$ cat src/rtl/mic1_microsequencer.sv
// mic1_microsequencer: MIC-1 control-path sequencer with a hardware micro-call stack.
//
// Holds the microprogram counter and the latched ALU flags. Each unstalled rising edge
// it loads the next microaddress, chosen by JAMN/JAMZ/JMPC, call/return and the stack.
//
// Ports:
//   clk, rst          rising-edge clock, asynchronous active-low reset
//   stall             1 = hold every piece of state this cycle
//   N, Z              ALU flags; latched into N_q/Z_q on every unstalled edge
//   MBR               opcode byte, ORed into the low address bits when jmpc = 1
//   next_addr         MIR NEXT_ADDRESS field
//   jmpc, jamn, jamz  MIR multiway-branch controls
//   call, ret         push MPC+1 and branch / pop the stack into MPC
//   MPC               current microaddress
//   N_q, Z_q          latched flags
//   depth             number of occupied stack entries
//   stack_full/empty  decodes of depth
//   ovf, unf          sticky: call while full / ret while empty
module mic1_microsequencer #(
   parameter int unsigned ADDR_W      = 9,
   parameter int unsigned MBR_W       = 8,
   parameter int unsigned STACK_DEPTH = 4,
   parameter int unsigned RESET_ADDR  = 0
) (
   input  logic                               clk,
   input  logic                               rst,
   input  logic                               stall,
   input  logic                               N,
   input  logic                               Z,
   input  logic [MBR_W-1:0]                   MBR,
   input  logic [ADDR_W-1:0]                  next_addr,
   input  logic                               jmpc,
   input  logic                               jamn,
   input  logic                               jamz,
   input  logic                               call,
   input  logic                               ret,
   output logic [ADDR_W-1:0]                  MPC,
   output logic                               N_q,
   output logic                               Z_q,
   output logic [$clog2(STACK_DEPTH+1)-1:0]   depth,
   output logic                               stack_full,
   output logic                               stack_empty,
   output logic                               ovf,
   output logic                               unf
);

   localparam int unsigned DepthW = $clog2(STACK_DEPTH + 1);
   localparam int unsigned PtrW   = (STACK_DEPTH > 1) ? $clog2(STACK_DEPTH) : 1;

   localparam logic [DepthW-1:0] FullDepth = DepthW'(STACK_DEPTH);
   localparam logic [ADDR_W-1:0] ResetAddr = ADDR_W'(RESET_ADDR);

   logic [ADDR_W-1:0] mpc_q, mpc_d;
   logic              nflag_q, nflag_d;
   logic              zflag_q, zflag_d;
   logic [DepthW-1:0] depth_q, depth_d;
   logic              ovf_q, ovf_d;
   logic              unf_q, unf_d;
   logic              push;

   // Stack storage needs no reset: depth gates every read, so stale entries are unreachable.
   logic [ADDR_W-1:0] stack_q [STACK_DEPTH];

   logic              full;
   logic              empty;
   logic              high_bit;
   logic [ADDR_W-2:0] low;
   logic [ADDR_W-1:0] target;
   logic [DepthW-1:0] top_idx;
   logic [ADDR_W-1:0] top_entry;

   assign full  = (depth_q == FullDepth);
   assign empty = (depth_q == '0);

   // Branch decisions use the registered flags, giving the two-edge flag latency.
   assign high_bit = (jamz & zflag_q) | (jamn & nflag_q) | next_addr[ADDR_W-1];
   assign low      = next_addr[ADDR_W-2:0] | (jmpc ? (ADDR_W-1)'(MBR) : '0);
   assign target   = {high_bit, low};

   assign top_idx   = depth_q - 1'b1;
   assign top_entry = stack_q[top_idx[PtrW-1:0]];

   always_comb begin
      mpc_d   = mpc_q;
      nflag_d = nflag_q;
      zflag_d = zflag_q;
      depth_d = depth_q;
      ovf_d   = ovf_q;
      unf_d   = unf_q;
      push    = 1'b0;
      if (!stall) begin
         nflag_d = N;
         zflag_d = Z;
         if (ret) begin
            // Return wins over call; a simultaneous call is dropped entirely.
            if (!empty) begin
               mpc_d   = top_entry;
               depth_d = depth_q - 1'b1;
            end else begin
               mpc_d = ResetAddr;
               unf_d = 1'b1;
            end
         end else if (call) begin
            mpc_d = target;
            if (!full) begin
               push    = 1'b1;
               depth_d = depth_q + 1'b1;
            end else begin
               ovf_d = 1'b1;
            end
         end else begin
            mpc_d = target;
         end
      end
   end

   always_ff @(posedge clk or negedge rst) begin
      if (!rst) begin
         mpc_q   <= ResetAddr;
         nflag_q <= 1'b0;
         zflag_q <= 1'b0;
         depth_q <= '0;
         ovf_q   <= 1'b0;
         unf_q   <= 1'b0;
      end else begin
         mpc_q   <= mpc_d;
         nflag_q <= nflag_d;
         zflag_q <= zflag_d;
         depth_q <= depth_d;
         ovf_q   <= ovf_d;
         unf_q   <= unf_d;
      end
   end

   // Return address wraps naturally at 2^ADDR_W.
   always_ff @(posedge clk) begin
      if (push) begin
         stack_q[depth_q[PtrW-1:0]] <= mpc_q + 1'b1;
      end
   end

   assign MPC         = mpc_q;
   assign N_q         = nflag_q;
   assign Z_q         = zflag_q;
   assign depth       = depth_q;
   assign stack_full  = full;
   assign stack_empty = empty;
   assign ovf         = ovf_q;
   assign unf         = unf_q;

endmodule

$ cat config.mk
export PLATFORM = sky130hd
export DESIGN_NAME = mic1_microsequencer
export DESIGN_NICKNAME = d
export VERILOG_FILES = /design/src/rtl/mic1_microsequencer.sv
export SDC_FILE = /design/constraint.sdc
export NUM_CORES = 1
export LEC_CHECK = 0
export CORE_ASPECT_RATIO = 0.5
export CORE_MARGIN = 5
export CORE_UTILIZATION = 51
export DETAILED_ROUTE_END_ITERATION = 16
export GPL_TIMING_DRIVEN = 0
export MAX_ROUTING_LAYER = met4
export PLACE_DENSITY = 0.79
export SETUP_SLACK_MARGIN = 0.2
export SYNTH_ARGS = -nofsm -noshare
export SYNTH_HDL_FRONTEND = slang
export SYNTH_SLANG_ARGS = --single-unit
$ cat constraint.sdc
create_clock -name clk -period 2.8 [get_ports clk]
set_input_delay 0.56 -clock clk [delete_from_list [all_inputs] [get_ports clk]]
set_output_delay 0.56 -clock clk [all_outputs]
set_load 0.03 [all_outputs]
Word-level counts from Yosys, hierarchy flattened
Memory sizes are Yosys's and may differ from the RTL's.
Index checks and enable logic that the tools add are counted.
{"block": "totals", "regBits": 16, "ramBits": 36, "inputBits": 27, "output_inout_bits": 18, "word_cells": 38, "n_memories": 1}
{"name": "stack_q", "depth": 4, "width": 9, "read_ports": 1, "rd_clocked_by_memory_dff": 0, "wr": 1, "line": "62", "source": "logic [ADDR_W-1:0] stack_q [STACK_DEPTH];"}
{"block": "classes", "addsub": 3, "eq_ne": 3, "mux": 13, "bitwise_logic": 7, "reduce_logical": 5}
{"operator": "$mux W9", "count": 2}
{"operator": "$mux W3", "count": 4}
{"operator": "$add A9 B1 Y9 const B", "count": 1}
{"operator": "$mux W8", "count": 1}
{"operator": "$or A8 B8 Y8", "count": 1}
{"operator": "$reduce_and A4 Y1", "count": 2}
{"operator": "$mux W1", "count": 6}
{"operator": "$ne A2 B2 Y1 const B", "count": 2}
{"operator": "$add A3 B1 Y3 const B", "count": 1}
{"operator": "$eq A3 B3 Y1 const B", "count": 1}
{"operator": "$logic_not A3 Y1", "count": 1}
{"operator": "$reduce_and A3 Y1", "count": 1}
{"operator": "$sub A3 B1 Y3 const B", "count": 1}
{"operator": "$and A1 B1 Y1", "count": 2}
{"operator": "$not A1 Y1", "count": 2}
{"operator": "$or A1 B1 Y1", "count": 2}
{"operator": "$reduce_bool A2 Y1", "count": 1}

Depth between registers and ports, before layout
{"block": "logic_depth", "depth_word": 7, "mapped_depth": 7}

Worst setup path after synthesis
OpenSTA, ideal clock, no wires.
{"block": "synth_path", "path_type": "reg-to-reg", "start": "register depth_q[0], in the netlist depth[0]", "end": "register mpc_q[1], in the netlist MPC[1]", "setup_ps": 126, "t_arrival_ps": 2117, "t_required_ps": 2674, "slack_ps": 557, "stages_incl_launch_ff": 7, "path_buffers": 2, "period_less_slack_ps": 2243, "cell_sequence": "dfrtp_1 -> buf_6 -> inv_1 -> ha_1 -> clkbuf_1 -> mux4_2 -> a221o_1"}
{"block": "synth_via", "elab_chain_cells": 4}
{"element": "start, declared", "line": "56", "source": "logic [DepthW-1:0] depth_q, depth_d;"}
{"element": "start signal, assigned", "line": "129", "source": "depth_q <= depth_d;"}
{"element": "$sub A3 B1 Y3"}
{"element": "$mem_v2 Z4 W9"}
{"element": "$mux W9 (*)", "line": "96", "source": "if (!empty) begin"}
{"element": "$mux W9 (*)", "line": "94", "source": "if (ret) begin"}
{"element": "end signal, assigned", "line": "119", "source": "mpc_q <= ResetAddr;"}
{"element": "end signal, assigned", "line": "126", "source": "mpc_q <= mpc_d;"}
{"element": "end, declared", "line": "53", "source": "logic [ADDR_W-1:0] mpc_q, mpc_d;"}
Mark *: on every way between the ends. The rest lies on a longest branch, timed or not.
A chain may end at the register's enable or synchronous reset.

Final worst setup path
{"block": "layout_path", "start": "register depth_q[0], in the netlist depth[0]", "end": "output stack_full"}
{"block": "layout_via", "elab_chain_cells": 1}
{"element": "$eq A3 B3 Y1", "line": "72", "source": "assign full = (depth_q == FullDepth);"}
{"element": "end, declared", "line": "41", "source": "output logic stack_full,"}
Every way passes these cells.

==> impl_metrics.json <==
{
  "run_status": "complete, no violations",
  "cts.path.max_buffers": 2,
  "drive_gt1_share_pct": 10.1,
  "cts-root-buf": "clkbuf_8",
  "nets": 230,
  "synth_register_bits": 52,
  "cp_data_required_time_ps": 2240,
  "non_filler_instance_count_after_layout": 255,
  "number_of_cell_rows": 17,
  "finClkSkew_ps": 5.22,
  "place.port_buffers": 43,
  "syn2layout_area_growth_pct": 25.2,
  "clock_insertion_delay_at_the_later_pin_of_the_skew_report_ps": 300,
  "core_area_mm2": 0.00436,
  "depth_of_the_worst_hold_timing_path": 1,
  "dr.pass1.iters": 4,
  "p_per_area_mw_per_mm2": 921,
  "power.leakage_nw": 1.07,
  "end_kind": "output port",
  "n_antenna_cell": 0,
  "synth_sequential_area_ratio_pct": 64.8,
  "setup.worst_path.start": "depth[0]",
  "r2r_start": "depth[0]",
  "min_delay_worst_endpoint": "unf",
  "critical_path_class": "flip-flop to output port",
  "count_of_pins_on_the_block_boundary": 45,
  "grt_use_total_pct": 17.9,
  "synth_flop_cell": "edfxtp_1",
  "cts_num_sinks": 52,
  "antenna_found_initial": 0,
  "reg_to_reg_end": "MPC[4]",
  "clkTransAtPathRegs_ps": 90,
  "max-vdd-ir-drop_v": 0.000547,
  "netlist_area_mm2": 0.00229,
  "async_flop_share_pct": 30.8,
  "post_cts_buffers": 0,
  "synth_area_per_cell_um2": 15.6,
  "mostFrequentLayoutCell": "clkdlybuf4s50_1",
  "timing.max_slew.rel_slack_pct": 39.8,
  "mappedNetlistNets": 180,
  "final.hold.worst_slack_ps": 476,
  "min_period_over_period_pct": 89.6,
  "final_cell_mix": "41 x clkdlybuf4s50_1, 36 x edfxtp_1, 16 x dfrtp_1, 12 x nor2_1",
  "vias_in_the_first_global_route": 1536,
  "grt_pass1_wl_um": 7820,
  "tritoncts": "yes",
  "finalWeightedCongestion": 0.853,
  "final.setup.tns_ps": 0,
  "fin_total_pwr_w": 0.00264,
  "via_count": 1465,
  "worstSetupStartpointType": "flip-flop",
  "fin_crit_period_ps": 2510,
  "drt-vias-per-instance": 5.75,
  "grt_max_degree": 17,
  "dpl.cell_count": 247,
  "die_width_um": 105,
  "grt_overflow": 0,
  "start_util_pct": 52.5,
  "cts_buffers": 5,
  "crit_path_max_fanout": 10,
  "drt-initial-drc-count": 70,
  "drcViolationCount": 0,
  "synth-edff-count": 36,
  "worst-slew-pin-transition_ps": 899,
  "synthesis.yosys.warnings": 0,
  "final_hold_viol_count": 0,
  "post_synth_cell_types": 33,
  "hpwl_after_dpl_um": 3560,
  "final_routed_wirelength_um": 4870,
  "floorplan.die.height_um": 57.4,
  "min_from": "unf",
  "layout.filler_cells": 313,
  "worst_r2r_path_depth": 6,
  "finalSetupViolations": 0,
  "h_tree_lvls": 2,
  "final_antenna_net_count": 0,
  "setup_slack_of_the_worst_register_to_register_path_ps": 320,
  "hold_path_class": "flip-flop to flip-flop",
  "utilization_pct": 65.7,
  "number_of_max_cap_violations": 0,
  "cp.arrival_ps": 1950,
  "max_freq_mhz": 398,
  "synth_cells": 147,
  "total_die_area_mm2": 0.00601,
  "rsz0062_at_grt": "false",
  "finalMaxSlewViolations": 0,
  "post_drt_wl_per_cell_um": 19.1
}
## critical path, stage by stage (launching register included)
cell           delay [ps]
dfrtp_1               460
buf_6                 200
inv_1                 120
ha_1                  240
and2_1                200
dlygate4sd2_1         420
## synth_stat cells, types with 2 or more instances
cell type / instances / area share [%]
a21boi_0: 2 / 0.66
mux2_2: 2 / 0.98
xnor2_1: 7 / 2.7
edfxtp_1: 36 / 47
mux4_2: 7 / 6.9
nor2_1: 12 / 2.0
inv_1: 6 / 0.98
a221o_1: 8 / 3.5
ha_1: 6 / 3.3
and2_1: 5 / 1.4
buf_1: 2 / 0.33
and3_1: 2 / 0.55
clkbuf_1: 2 / 0.33
xor2_1: 3 / 1.1
a21o_1: 2 / 0.66
mux4_1: 2 / 2.3
nand3_1: 5 / 1.1
dfrtp_1: 16 / 18
a21oi_1: 8 / 1.8
## report_power, final
part | switching (W) | internal (W) | leakage, nW
registers | 0.000123 | 0.00101 | 0.516
clock network | 0.000227 | 0.000176 | 0.0422
logic | 0.000598 | 0.000504 | 0.507
## worst max path at each step
stage                         end  slack, ps  depth (start not counted)
floorplan                  MPC[1]        560                          6
global placement    stack_q[0][3]         90                          3
detailed placement  stack_q[0][6]         70                          3
CTS                   stack_empty        260                          6
global route               MPC[4]        200                          6
finish                 stack_full        290                          5
## final cells by class
class                           instances  area (um^2)  area share (%)
Sequential cell                        52         1480            51.7
Buffer                                  6         31.3            1.09
Timing Repair Buffer                   43          424            14.8
Tap cell                               57         71.3            2.49
Clock inverter                          1         5.00           0.175
Multi-Input combinational cell         83          752            26.3
Clock buffer                            7         76.3            2.66
Inverter                                6         22.5           0.786
## cell families (layout without fill, tap and decap cells)
logic type               Yosys count  in the layout  share of synthesized area, %
multiplexers                      12             12                          10.6
AO/OA/AOI/OAI                     24             24                          8.04
flip-flops                        52             52                          64.8
AND/OR/NAND/NOR                   31             31                          7.11
adder cells (fa/ha/maj)            6              6                          3.28
buffers and inverters             12             63                          2.35
XOR/XNOR                          10             10                          3.83
## per-stage QoR
step,cell area [um^2],setup slack (ps)
2_1_floorplan,2290,557
3_5_place_dp,2790,67.4
6_report,2860,290
3_3_place_gp,2790,90.1
5_1_grt,2860,200
4_1_cts,2870,259
## sequential cells by signal, indices dropped and copies added (netlist names)
signal,count
MPC,9
stack_q,36
depth,3
Z_q,1
unf,1
ovf,1
N_q,1
## layer usage
| metal | vias up | GRT usage [%] | part of all wire, % |
|---|---|---|---|
| met2 | 45 | 28.8 | 50 |
| met4 | 0 | 6.56 | 1.6 |
| met5 | - | - | 0 |
| met3 | 8 | 3.62 | 4.2 |
| met1 | 747 | 23.0 | 45 |
| li1 | 665 | - | - |
## what timing repair did
item	4_1_cts	5_1_grt
resized for setup	2	3
endpoints found under the setup margin	2	2
hold buffers	0	0
No activity file was read; power rests on OpenSTA's default activity.
